### src/rtl/pattern_game_ctrl.sv
// pattern_game_ctrl: colour-memory game controller.
// Generates a growing random colour sequence from a 16-bit Galois LFSR.
// Presents the sequence one colour at a time, then checks player entries
// from the colour sensor and reports progress through message codes.
//
// Ports:
//   clk          system clock
//   reset        asynchronous, active-low reset
//   start        one-cycle pulse, starts a game from IDLE
//   color        player colour from sensor
//   color_valid  one-cycle strobe qualifying color
//   msg          0 SHOW, 4 READY, 5 CORRECT, 6 WRONG, 7 COMPLETE, 8 SCORE
//   show_color   colour being presented (valid when msg == 0)
//   level        current sequence length
//   score        correct entries in the current/last game
//   high_score   best final score since reset
//   buzzer       high while the WRONG message is displayed
//   busy         high in every state except IDLE
//
// Build option: define HIGH_SCORE_EN to implement the high_score register;
// without it high_score is tied to zero.
module pattern_game_ctrl #(
  parameter int unsigned COLOR_BITS  = 2,
  parameter int unsigned MAX_LEN     = 16,
  parameter int unsigned SHOW_TICKS  = 20,
  parameter int unsigned INPUT_TICKS = 50,
  parameter int unsigned TICK_DIV    = 800000,
  parameter int unsigned SCORE_BITS  = 8,
  parameter logic [15:0] LFSR_SEED   = 16'hACE1
) (
  input  logic                         clk,
  input  logic                         reset,
  input  logic                         start,
  input  logic [COLOR_BITS-1:0]        color,
  input  logic                         color_valid,
  output logic [3:0]                   msg,
  output logic [COLOR_BITS-1:0]        show_color,
  output logic [$clog2(MAX_LEN+1)-1:0] level,
  output logic [SCORE_BITS-1:0]        score,
  output logic [SCORE_BITS-1:0]        high_score,
  output logic                         buzzer,
  output logic                         busy
);

  localparam int unsigned LVL_W   = $clog2(MAX_LEN + 1);
  localparam int unsigned IDX_W   = (MAX_LEN > 1) ? $clog2(MAX_LEN) : 1;
  localparam int unsigned TICK_W  = (TICK_DIV > 1) ? $clog2(TICK_DIV) : 1;
  localparam int unsigned TMR_MAX = (SHOW_TICKS > INPUT_TICKS) ? SHOW_TICKS : INPUT_TICKS;
  localparam int unsigned TMR_W   = $clog2(TMR_MAX + 1);

  localparam logic [3:0] MSG_SHOW     = 4'd0;
  localparam logic [3:0] MSG_READY    = 4'd4;
  localparam logic [3:0] MSG_CORRECT  = 4'd5;
  localparam logic [3:0] MSG_WRONG    = 4'd6;
  localparam logic [3:0] MSG_COMPLETE = 4'd7;
  localparam logic [3:0] MSG_SCORE    = 4'd8;

  typedef enum logic [2:0] {
    S_IDLE,
    S_GEN,
    S_SHOW,
    S_WAIT_IN,
    S_CORRECT,
    S_WRONG,
    S_WIN
  } state_t;

  state_t                  state, state_d;
  logic [TICK_W-1:0]       tick_cnt;
  logic                    tick;
  logic [15:0]             lfsr, lfsr_step;
  logic [COLOR_BITS-1:0]   seq [MAX_LEN];
  logic [LVL_W-1:0]        idx, idx_d;
  logic [TMR_W-1:0]        timer, timer_d;
  logic [LVL_W-1:0]        level_d;
  logic [SCORE_BITS-1:0]   score_d;
  logic [3:0]              msg_d;
  logic [COLOR_BITS-1:0]   show_color_d;
  logic                    wr_en;
  logic [IDX_W-1:0]        wr_idx;
  logic [COLOR_BITS-1:0]   new_color;

  // Free-running game tick: one clk pulse every TICK_DIV cycles
  assign tick = (tick_cnt == TICK_W'(TICK_DIV - 1));

  always_ff @(posedge clk or negedge reset) begin
    if (!reset)    tick_cnt <= '0;
    else if (tick) tick_cnt <= '0;
    else           tick_cnt <= tick_cnt + TICK_W'(1);
  end

  // Galois LFSR x^16+x^14+x^13+x^11+1, stepped every clk
  assign lfsr_step = {1'b0, lfsr[15:1]} ^ ({16{lfsr[0]}} & 16'hB400);
  assign new_color = lfsr[COLOR_BITS-1:0];

  always_ff @(posedge clk or negedge reset) begin
    if (!reset) lfsr <= LFSR_SEED;
    else        lfsr <= lfsr_step;
  end

  // Sequence storage; entries persist across rounds, only GEN writes
  assign wr_idx = IDX_W'(level);

  always_ff @(posedge clk) begin
    if (wr_en) seq[wr_idx] <= new_color;
  end

  // FSM state and datapath registers
  always_ff @(posedge clk or negedge reset) begin
    if (!reset) begin
      state      <= S_IDLE;
      idx        <= '0;
      timer      <= '0;
      level      <= '0;
      score      <= '0;
      msg        <= MSG_SCORE;
      show_color <= '0;
      buzzer     <= 1'b0;
      busy       <= 1'b0;
    end else begin
      state      <= state_d;
      idx        <= idx_d;
      timer      <= timer_d;
      level      <= level_d;
      score      <= score_d;
      msg        <= msg_d;
      show_color <= show_color_d;
      buzzer     <= (state_d == S_WRONG);
      busy       <= (state_d != S_IDLE);
    end
  end

  // Next-state, datapath and output decode
  always_comb begin
    state_d      = state;
    idx_d        = idx;
    timer_d      = timer;
    level_d      = level;
    score_d      = score;
    wr_en        = 1'b0;
    msg_d        = msg;
    show_color_d = show_color;

    case (state)
      S_IDLE: begin
        if (start) begin
          score_d = '0;
          level_d = '0;
          state_d = S_GEN;
        end
      end

      S_GEN: begin
        wr_en   = 1'b1;
        level_d = level + LVL_W'(1);
        idx_d   = '0;
        timer_d = '0;
        state_d = S_SHOW;
      end

      S_SHOW: begin
        if (tick) begin
          if (timer == TMR_W'(SHOW_TICKS - 1)) begin
            timer_d = '0;
            if (idx + LVL_W'(1) == level) begin
              idx_d   = '0;
              state_d = S_WAIT_IN;
            end else begin
              idx_d = idx + LVL_W'(1);
            end
          end else begin
            timer_d = timer + TMR_W'(1);
          end
        end
      end

      // An entry takes priority over a timeout tick in the same cycle
      S_WAIT_IN: begin
        if (color_valid) begin
          timer_d = '0;
          if (color == seq[IDX_W'(idx)]) begin
            if (score != '1) score_d = score + SCORE_BITS'(1);
            if (idx + LVL_W'(1) == level) begin
              idx_d   = '0;
              state_d = S_CORRECT;
            end else begin
              idx_d = idx + LVL_W'(1);
            end
          end else begin
            state_d = S_WRONG;
          end
        end else if (tick) begin
          if (timer == TMR_W'(INPUT_TICKS - 1)) begin
            timer_d = '0;
            state_d = S_WRONG;
          end else begin
            timer_d = timer + TMR_W'(1);
          end
        end
      end

      S_CORRECT: begin
        if (tick) begin
          if (timer == TMR_W'(SHOW_TICKS - 1)) begin
            timer_d = '0;
            state_d = (level == LVL_W'(MAX_LEN)) ? S_WIN : S_GEN;
          end else begin
            timer_d = timer + TMR_W'(1);
          end
        end
      end

      S_WRONG, S_WIN: begin
        if (tick) begin
          if (timer == TMR_W'(SHOW_TICKS - 1)) begin
            timer_d = '0;
            state_d = S_IDLE;
          end else begin
            timer_d = timer + TMR_W'(1);
          end
        end
      end

      default: state_d = S_IDLE;
    endcase

    // Message follows the next state; GEN keeps the previous message
    case (state_d)
      S_IDLE:    msg_d = MSG_SCORE;
      S_SHOW:    msg_d = MSG_SHOW;
      S_WAIT_IN: msg_d = MSG_READY;
      S_CORRECT: msg_d = MSG_CORRECT;
      S_WRONG:   msg_d = MSG_WRONG;
      S_WIN:     msg_d = MSG_COMPLETE;
      default:   msg_d = msg;
    endcase

    // Bypass the colour being written this cycle when it is shown next
    if (state_d == S_SHOW) begin
      if (wr_en && (IDX_W'(idx_d) == wr_idx)) show_color_d = new_color;
      else                                    show_color_d = seq[IDX_W'(idx_d)];
    end
  end

`ifdef HIGH_SCORE_EN
  // Capture the final score when a game ends on WRONG or WIN
  logic hs_upd;
  assign hs_upd = ((state == S_WRONG) || (state == S_WIN)) &&
                  (state_d == S_IDLE) && (score > high_score);

  always_ff @(posedge clk or negedge reset) begin
    if (!reset)      high_score <= '0;
    else if (hs_upd) high_score <= score;
  end
`else
  assign high_score = '0;
`endif

endmodule

### config.mk
export PLATFORM = sky130hd
export DESIGN_NAME = pattern_game_ctrl
export DESIGN_NICKNAME = d
export VERILOG_FILES = /design/src/rtl/pattern_game_ctrl.sv
export SDC_FILE = /design/constraint.sdc
export NUM_CORES = 1
export LEC_CHECK = 0
export BUFFER_PORTS_ARGS = -buffer_cell sky130_fd_sc_hd__buf_2
export CORE_ASPECT_RATIO = 0.9
export CORE_UTILIZATION = 45
export CTS_CLUSTER_SIZE = 24
export DETAILED_ROUTE_END_ITERATION = 10
export PLACE_DENSITY_LB_ADDON = 0.08
export SETUP_SLACK_MARGIN = 0.02
export SYNTH_ARGS = -nofsm -noshare
export SYNTH_HDL_FRONTEND = slang
export SYNTH_SLANG_ARGS = --single-unit
### constraint.sdc
create_clock -name clk -period 6.7 [get_ports clk]
set_input_delay 1.675 -clock clk [delete_from_list [all_inputs] [get_ports clk]]
set_output_delay 1.675 -clock clk [all_outputs]
set_load 0.02 [all_outputs]
==> impl_metrics.csv, run 1 <==
group,metric,value,unit
synth,syn_inst,502,
drt,drt-initial-drc-count,288,
place,place_ws,2.35,ns
critical_path,path_cells,"ha_1 > xnor2_1 > a221oi_1 > o2111a_1 > or4_1 > a21oi_1 > a21oi_1 > a21boi_2 > buf_4 > mux2i_1 > o22ai_1 > o21a_1 > o32ai_2 > o21ai_1",
die,core,11500,um2
min_path,min_path_type,"reg2reg",
global_routing,grt_pass1_wl,20.1,mm
drt,drtAntennaViolNets,0,
timing,setup_violations,0,
cts,postCtsHoldBufs,0,
global_routing,grt_use_total,0.217,
place,port_buffers,26,
min_path,whs_path_depth,0,
global_routing,grt_max_degree,72,
cts,clk_pin_slew,0.08,ns
critical_path,cp.buffers_inverters,1,
critical_path,regToRegSetupSlack,2.45,ns
timing,worst_pin_slew,1.06,ns
global_routing,antenna_found_initial,0,
timing,min_period,4.25,ns
synth,synth_enable_flop_cells,32,
die,die_y,105,um
cells_and_area,n_antenna_cell,0,
timing,fin_crit_sh,0.634,
pwr,powerDensity,211,nW/um2
synth,synth_warnings,0,
die,die-area,12300,um2
global_routing,grt-ovfl-total,0,
critical_path,reg2reg_to,"show_color[1]",
place,hpwl,8.22,mm
cts,worst_skew_pair.late_latency,0.36,ns
die,io_pins,35,
die,rows,37,
cells_and_area,drive_gt1_frac,0.135,
critical_path,cp_top_family,"compound AO/OA/AOI/OAI gates",
min_path,hold_end,"lfsr[8]",
die,start_util,0.464,
timing,final-hold-violation-count,0,
timing,slew_headroom,0.290,
timing,fin_skew,0.00944,ns
cts,cts_root_buffer,"clkbuf_16",
die,die_width,117,um
timing,rsz0062_at_grt,"false",
timing,setup_ws,2.45,ns
timing,max_freq,0.236,GHz
cells_and_area,layout.cells.non_filler,682,
place,place_area,5550,um2
global_routing,grt_pass1_vias,3768,
synth,netlist_area,5330,um2
outcome,status,"finished, final reports clean",
cells_and_area,final_util,0.511,
critical_path,max_stage_delay,1.04,ns
drt,wire_per_inst,17.3,um
critical_path,cp_common_cell,"a21oi_1",
cts,ctsResizeCount,0,
cells_and_area,fill_cells,1100,
min_path,hold_start,"lfsr[9]",
cells_and_area,area_growth,10.1,%
pwr,vdd_drop_max,0.132,mV
synth,syn_area_per_cell,10.6,um2
cts,clock_sinks,103,
critical_path,worstRegToRegCells,14,
pwr,leakage,2.39,nW
timing,setup_tns,0,ns
critical_path,cp.required,6.95,ns
job,drv_cap,0,
timing,drv_slew,0,
critical_path,start_kind,"register",
drt,vias_per_cell,5.60,
critical_path,critPathCaptureType,"register",
cts,cts-htree-levels,3,
critical_path,cp_data_arrival_time,4.50,ns
cells_and_area,fin_area,5870,um2
critical_path,rr_startpoint,"idx[0]",
drt,drc,0,
synth,synthFlopType,"dfrtp_1",
critical_path,critPathMaxFanout,21,
synth,ys_seq_area_frac,0.516,
place,gp_congestion,0.858,
cts,cts_tree,"built",
drt,vias,3816,
synth,ys_seq_elements,103,
timing,fin_hold_ws,0.351,ns
critical_path,critPathSlowestCell,"dfrtp_1",
cts,numCtsBuffers,9,
cts,cts_max_path_buffers,2,
critical_path,criticalPathCategory,"reg2reg",
synth,ys_async_sr_fraction,0.689,
synth,ys_types,68,
place,dp_cells,666,
cells_and_area,layout.nets,536,
cts,postCtsSetupRepairBufs,0,
drt,drt_first_pass_iters,5,
drt,wirelength,11.8,mm
pwr,p_total,1.24,mW
[placed cells by master (no fill, tap or decap), types with 15 or more instances in the layout]
cell	Yosys	final
buf_2	4	26
dfrtp_1	62	62
edfxtp_1	32	32
inv_1	15	15
mux2i_1	34	34
nand2_1	38	38
nand3_1	23	23
nor2_1	57	57
nor3_1	17	17
o21ai_0	21	21
xnor2_1	18	18
xor2_1	17	17
[how the worst max path moves through the flow]
stage	startpoint	endpoint	slack, ns	depth (start not counted)
after floorplan	color[0]	show_color[1]	2.83	12
after global placement	color[0]	show_color[1]	2.46	12
after detailed placement	color[0]	show_color[1]	2.35	12
after CTS	idx[0]	show_color[1]	2.43	14
after global routing	idx[0]	show_color[1]	2.16	14
final	idx[0]	show_color[1]	2.45	14
[registers in the layout, summed over array words and instances (netlist names)]
name,cells
seq,32
tick_cnt,20
lfsr,16
score,8
timer,6
idx,5
level,5
msg,4
state,3
show_color,2
busy,1
buzzer,1
[area by class of cell]
type	count	area, um2	area share
sequential	103	2750	0.468
multi-input combinational	363	2390	0.408
clock buffer	9	225	0.0384
tap	156	195	0.0333
timing repair buffer	29	153	0.0260
clock inverter	7	95.1	0.0162
inverter	15	56.3	0.00959
[logic make-up after synthesis]
| kind of cell | synth area share |
|---|---|
| fa+ha+maj | 0.0211 |
| simple gates | 0.169 |
| xor+xnor | 0.0575 |
| mux | 0.0787 |
| compound gates | 0.117 |
| flops | 0.516 |
| other cells | 0.000704 |
| buf+inv | 0.0404 |
[report_power, final]
group | switching (mW) | total (mW) | internal [mW]
sequential | 0.00340 | 0.650 | 0.647
combinational | 0.0197 | 0.0260 | 0.00630
clock | 0.259 | 0.560 | 0.301
[synthesized netlist by cell type (all sizes together), types with 6 or more instances]
master,count,share of area
dfrtp,62,0.29
nand3,23,0.022
nor2,57,0.040
nand2,38,0.027
xor2,17,0.028
a22oi,7,0.0099
buf,16,0.021
clkbuf,12,0.0085
o21ai,23,0.022
nor2b,6,0.0070
nand4,8,0.0094
edfxtp,32,0.18
nor3,17,0.016
and2,6,0.0070
a21oi,15,0.015
o31ai,6,0.0085
dfstp,9,0.044
ha,9,0.021
xnor2,18,0.030
mux2i,34,0.064
inv,15,0.011
[metal layers]
metal / GRT usage / vias up / routed length [um]
met3: 0.0535 / 12 / 559
met1: 0.335 / 1885 / 6120
met2: 0.289 / 89 / 4860
li1: - / 1830 / -
met5: 0 / - / 0
met4: 0.0841 / 0 / 232
No activity file was read; power rests on OpenSTA's default activity.
==> run 2, diff against run 1 <==
clock period = 3.88 ns   (was 6.7 ns; I/O delays follow)
==> impl_metrics.csv, run 2 (same netlist as run 1, synthesis figures left out) <==
group,metric,value,unit
timing,rsz0062_at_grt,"false",
global_routing,grt_use_total,0.218,
place,hpwl,8.66,mm
cts,cts-htree-levels,3,
critical_path,critPathMaxFanout,18,
timing,fin_skew,0.00677,ns
critical_path,start_kind,"register",
timing,setup_tns,0,ns
drt,drt_first_pass_iters,4,
timing,worst_pin_slew,0.897,ns
timing,min_period,3.58,ns
timing,fin_crit_sh,0.923,
cts,cts_root_buffer,"clkbuf_16",
cells_and_area,top_register,"seq",
drt,wire_per_inst,17.1,um
drt,vias,3842,
cells_and_area,area_growth,12.5,%
outcome,status,"finished, final reports clean",
place,dp_cells,681,
cells_and_area,drive_gt1_frac,0.168,
cells_and_area,final_cell_mix,"59 x dfrtp_1, 57 x nor2_1, 38 x nand2_1",
timing,slew_headroom,0.397,
cts,cts_max_path_buffers,2,
timing,final-hold-violation-count,0,
drt,vias_per_cell,5.51,
die,core,11500,um2
cts,clk_pin_slew,0.07,ns
critical_path,critPathCaptureType,"register",
cells_and_area,n_antenna_cell,0,
critical_path,cp.required,4.11,ns
job,drv_cap,0,
cells_and_area,largest_register_ffs,32,
timing,setup_violations,0,
die,rows,37,
min_path,min_path_type,"reg2reg",
cells_and_area,layout.cells.non_filler,697,
die,io_pins,35,
timing,setup_ws,0.298,ns
global_routing,grt_pass1_vias,3800,
pwr,leakage,2.45,nW
cells_and_area,layout.nets,551,
cts,numCtsBuffers,9,
cells_and_area,layout_commonest_cell,"dfrtp_1",
critical_path,cp_data_arrival_time,3.81,ns
cells_and_area,fin_area,6000,um2
pwr,p_total,2.08,mW
cells_and_area,reg_top3,"seq: 32 flops, tick_cnt: 20 flops, lfsr: 16 flops",
timing,drv_slew,0,
cts,worst_skew_pair.late_latency,0.35,ns
cts,cts_tree,"built",
pwr,vdd_drop_max,0.284,mV
place,place_area,5690,um2
timing,fin_hold_ws,0.357,ns
critical_path,criticalPathCategory,"reg2reg",
die,die_y,105,um
place,port_buffers,26,
drt,wirelength,11.9,mm
die,start_util,0.464,
drt,drt-initial-drc-count,377,
die,die-area,12300,um2
timing,max_freq,0.279,GHz
pwr,powerDensity,346,nW/um2
die,die_width,117,um
cts,clock_sinks,103,
global_routing,grt_pass1_wl,20.2,mm
global_routing,grt_max_degree,41,
drt,drc,0,
global_routing,antenna_found_initial,0,
place,gp_congestion,0.857,
drt,drtAntennaViolNets,0,
cells_and_area,final_util,0.522,
cts,postCtsHoldBufs,0,
place,place_ws,0.239,ns
global_routing,grt-ovfl-total,0,
## run 2: layer usage
layer | GRT usage | vias to the layer above | wire length, um
met5 | 0 | - | 0
met4 | 0.0660 | 0 | 107
met3 | 0.0431 | 5 | 504
met2 | 0.311 | 89 | 5190
met1 | 0.331 | 1887 | 6140
li1 | - | 1861 | -
## run 2: critical path, stage by stage (launching register included)
cell and delay, ns:
dfrtp_2 0.41, ha_2 0.23, nand2b_4 0.06, or3_4 0.40, or3_1 0.41, or4_1 0.51, a21oi_1 0.16, a21oi_1 0.05
a21boi_2 0.17, buf_12 0.17, mux2_2 0.30, a2bb2oi_1 0.14, o311ai_1 0.13, o32ai_2 0.22, o21ai_1 0.09
## run 2: path summary, 6_finish.rpt
kind,startpoint,to,slack [ns],cells after the start
max,timer[0],show_color[1],0.30,14
min,lfsr[12],lfsr[11],0.36,0
min reg2reg,lfsr[12],lfsr[11],0.36,0
min in group asynchronous,reset,timer[4],0.71,1
max in group asynchronous,reset,lfsr[5],2.43,2
max reg2reg,timer[0],show_color[1],0.30,14
## run 2: area by class of cell
class | count | area [um2]
well taps | 156 | 195
flip-flops and latches | 103 | 2750
fillers | 1065 | 5480
inverters | 15 | 56.3
repair buffers | 44 | 290
multi-input cells | 363 | 2400
clock inverters | 6 | 53.8
clock buffers | 10 | 250
## run 2: power breakdown
part           internal [mW]  switching [mW]
combinational         0.0133          0.0383
clock                  0.483           0.421
sequential              1.12         0.00224
## run 2: what timing repair did
| action | 4_1_cts | 5_1_grt |
|---|---|---|
| setup buffers | 0 | 0 |
| endpoints found under the setup margin | 0 | 2 |
| gates resized for setup | 0 | 5 |
==> run 3, diff against run 2 <==
CORE_UTILIZATION = 35   (was 45)
==> impl_metrics.csv, run 3 (same netlist as run 1, synthesis figures left out) <==
group,metric,value,unit
critical_path,rr_startpoint,"timer[0]",
die,die-area,15700,um2
pwr,p_switching,0.492,mW
drt,drt-initial-drc-count,299,
critical_path,criticalPathCategory,"reg2reg",
critical_path,max_stage_delay,0.51,ns
min_path,whs_path_depth,0,
pwr,clockPowerShare,0.436,
outcome,status,"finished, final reports clean",
cells_and_area,final_cell_mix,"62 x dfrtp_1, 57 x nor2_1, 38 x nand2_1",
critical_path,regToRegSetupSlack,0.27,ns
timing,fin_skew,0.0131,ns
critical_path,cp.depth,14,
die,io_pins,35,
cts,cts_max_path_buffers,2,
critical_path,cp_data_arrival_time,3.86,ns
timing,fin_crit_sh,0.930,
drt,vias,3830,
place,dp_cells,722,
drt,dr_wl_met3,569,um
pwr,powerDensity,344,nW/um2
cts,ctsResizeCount,0,
drt,wl_met1,6.49,mm
cts,postCtsSetupRepairBufs,0,
drt,met2RoutedLength,5.30,mm
cells_and_area,n_antenna_cell,0,
cts,postCtsHoldBufs,0,
critical_path,critPathSlowestCell,"or4_1",
cells_and_area,drive_gt1_frac,0.157,
cells_and_area,area_growth,13.0,%
drt,wirelength,12.5,mm
drt,drtAntennaViolNets,0,
global_routing,grt_use_total,0.170,
timing,setup_ws,0.270,ns
die,core,14800,um2
cells_and_area,fin_area,6020,um2
cts,cts_tree,"built",
critical_path,cp.buffers_inverters,1,
pwr,leakage,2.45,nW
place,place_area,5730,um2
critical_path,cp_common_cell,"a21oi_1",
global_routing,grt_pass1_vias,3686,
die,die_y,119,um
global_routing,grt_pass1_wl,20.5,mm
timing,setup_violations,0,
timing,max_freq,0.277,GHz
timing,setup_tns,0,ns
drt,drc,0,
die,die_width,132,um
timing,slew_headroom,0.373,
drt,drt_first_pass_iters,4,
drt,vias_per_cell,5.19,
cells_and_area,layout_commonest_cell,"dfrtp_1",
pwr,power.internal,1.58,mW
cts,cts_root_buffer,"clkbuf_16",
cells_and_area,layout.cells.non_filler,738,
critical_path,startpoint,"timer[0]",
min_path,min_path_type,"reg2reg",
timing,drv_slew,0,
place,port_buffers,26,
place,place_ws,0.243,ns
critical_path,worstRegToRegCells,14,
cts,clk_pin_slew,0.08,ns
min_path,hold_start,"lfsr[8]",
critical_path,start_kind,"register",
cells_and_area,reg_top3,"seq: 32 flops, tick_cnt: 20 flops, lfsr: 16 flops",
cts,clock_sinks,103,
place,hpwl,8.77,mm
global_routing,antenna_found_initial,0,
cells_and_area,largest_register_ffs,32,
critical_path,critPathMaxFanout,18,
critical_path,cp_top_family,"simple AND/OR/NAND/NOR gates",
cts,cts-htree-levels,3,
cells_and_area,top_register,"seq",
drt,wire_per_inst,17.0,um
global_routing,grt-ovfl-total,0,
critical_path,critPathCaptureType,"register",
pwr,seqPwrFrac,0.541,
timing,min_period,3.61,ns
cts,worst_skew_pair.late_latency,0.36,ns
critical_path,path_cells,"ha_1 > nand2b_4 > or3_4 > or3_1 > or4_1 > a21oi_1 > a21oi_1 > a21boi_2 > buf_12 > mux2_2 > a2bb2oi_1 > o311ai_1 > o32ai_2 > o21ai_1",
die,rows,42,
timing,worst_pin_slew,0.940,ns
timing,final-hold-violation-count,0,
global_routing,grt_max_degree,72,
timing,rsz0062_at_grt,"false",
die,start_util,0.361,
drt,top_layer_used,"met4",
cts,numCtsBuffers,9,
pwr,switching_share,0.238,
pwr,p_comb_frac,0.023,
critical_path,cp.required,4.13,ns
cells_and_area,layout.nets,550,
job,drv_cap,0,
place,gp_congestion,0.815,
pwr,vdd_drop_max,0.195,mV
[run 3: final timing paths]
check	end
worst min-delay path	lfsr[7]
worst min register to register	lfsr[7]
worst max register to register	show_color[1]
worst max-delay path	show_color[1]
max in group asynchronous	idx[2]
min in group asynchronous	idx[0]
[run 3: layer usage]
layer,up-vias,GRT usage
li1,1864,-
met1,1865,0.250
met2,88,0.242
met3,13,0.0400
met4,0,0.0632
met5,-,0
[run 3: layout make-up]
type / count / area, um2
Inverter: 15 / 56.3
Multi-Input combinational cell: 363 / 2400
Timing Repair Buffer: 43 / 285
Sequential cell: 103 / 2750
Tap cell: 198 / 248
Clock inverter: 7 / 61.3
Clock buffer: 9 / 225
Fill cell: 1445 / 8750
[run 3: power by group through the flow]
stage / combinational, mW / clock, mW / sequential (mW)
after floorplan: 0.0283 / 0 / 1.14
after global placement: 0.0504 / 0 / 1.14
after detailed placement: 0.0505 / 0 / 1.14
after CTS: 0.0504 / 0.937 / 1.12
after global routing: 0.0553 / 0.979 / 1.12
final: 0.0483 / 0.903 / 1.12
[run 3: worst reg2reg max path, stage by stage, from the launching register on]
cell	delay, ns
dfrtp_1	0.43
ha_1	0.27
nand2b_4	0.07
or3_4	0.40
or3_1	0.42
or4_1	0.51
a21oi_1	0.15
a21oi_1	0.05
a21boi_2	0.17
buf_12	0.17
mux2_2	0.30
a2bb2oi_1	0.14
o311ai_1	0.14
o32ai_2	0.21
o21ai_1	0.08
[run 3: stage by stage]
| step | total power, mW | utilization | hold WS (ns) |
|---|---|---|---|
| 6_report | 2.07 | 0.408 | 0.354 |
| 5_1_grt | 2.16 | 0.408 | 0.360 |
| 4_1_cts | 2.11 | 0.408 | 0.354 |
| 3_5_place_dp | 1.19 | 0.388 | 0.339 |
| 3_3_place_gp | 1.19 | 0.388 | 0.338 |
| 2_1_floorplan | 1.17 | - | 0.331 |
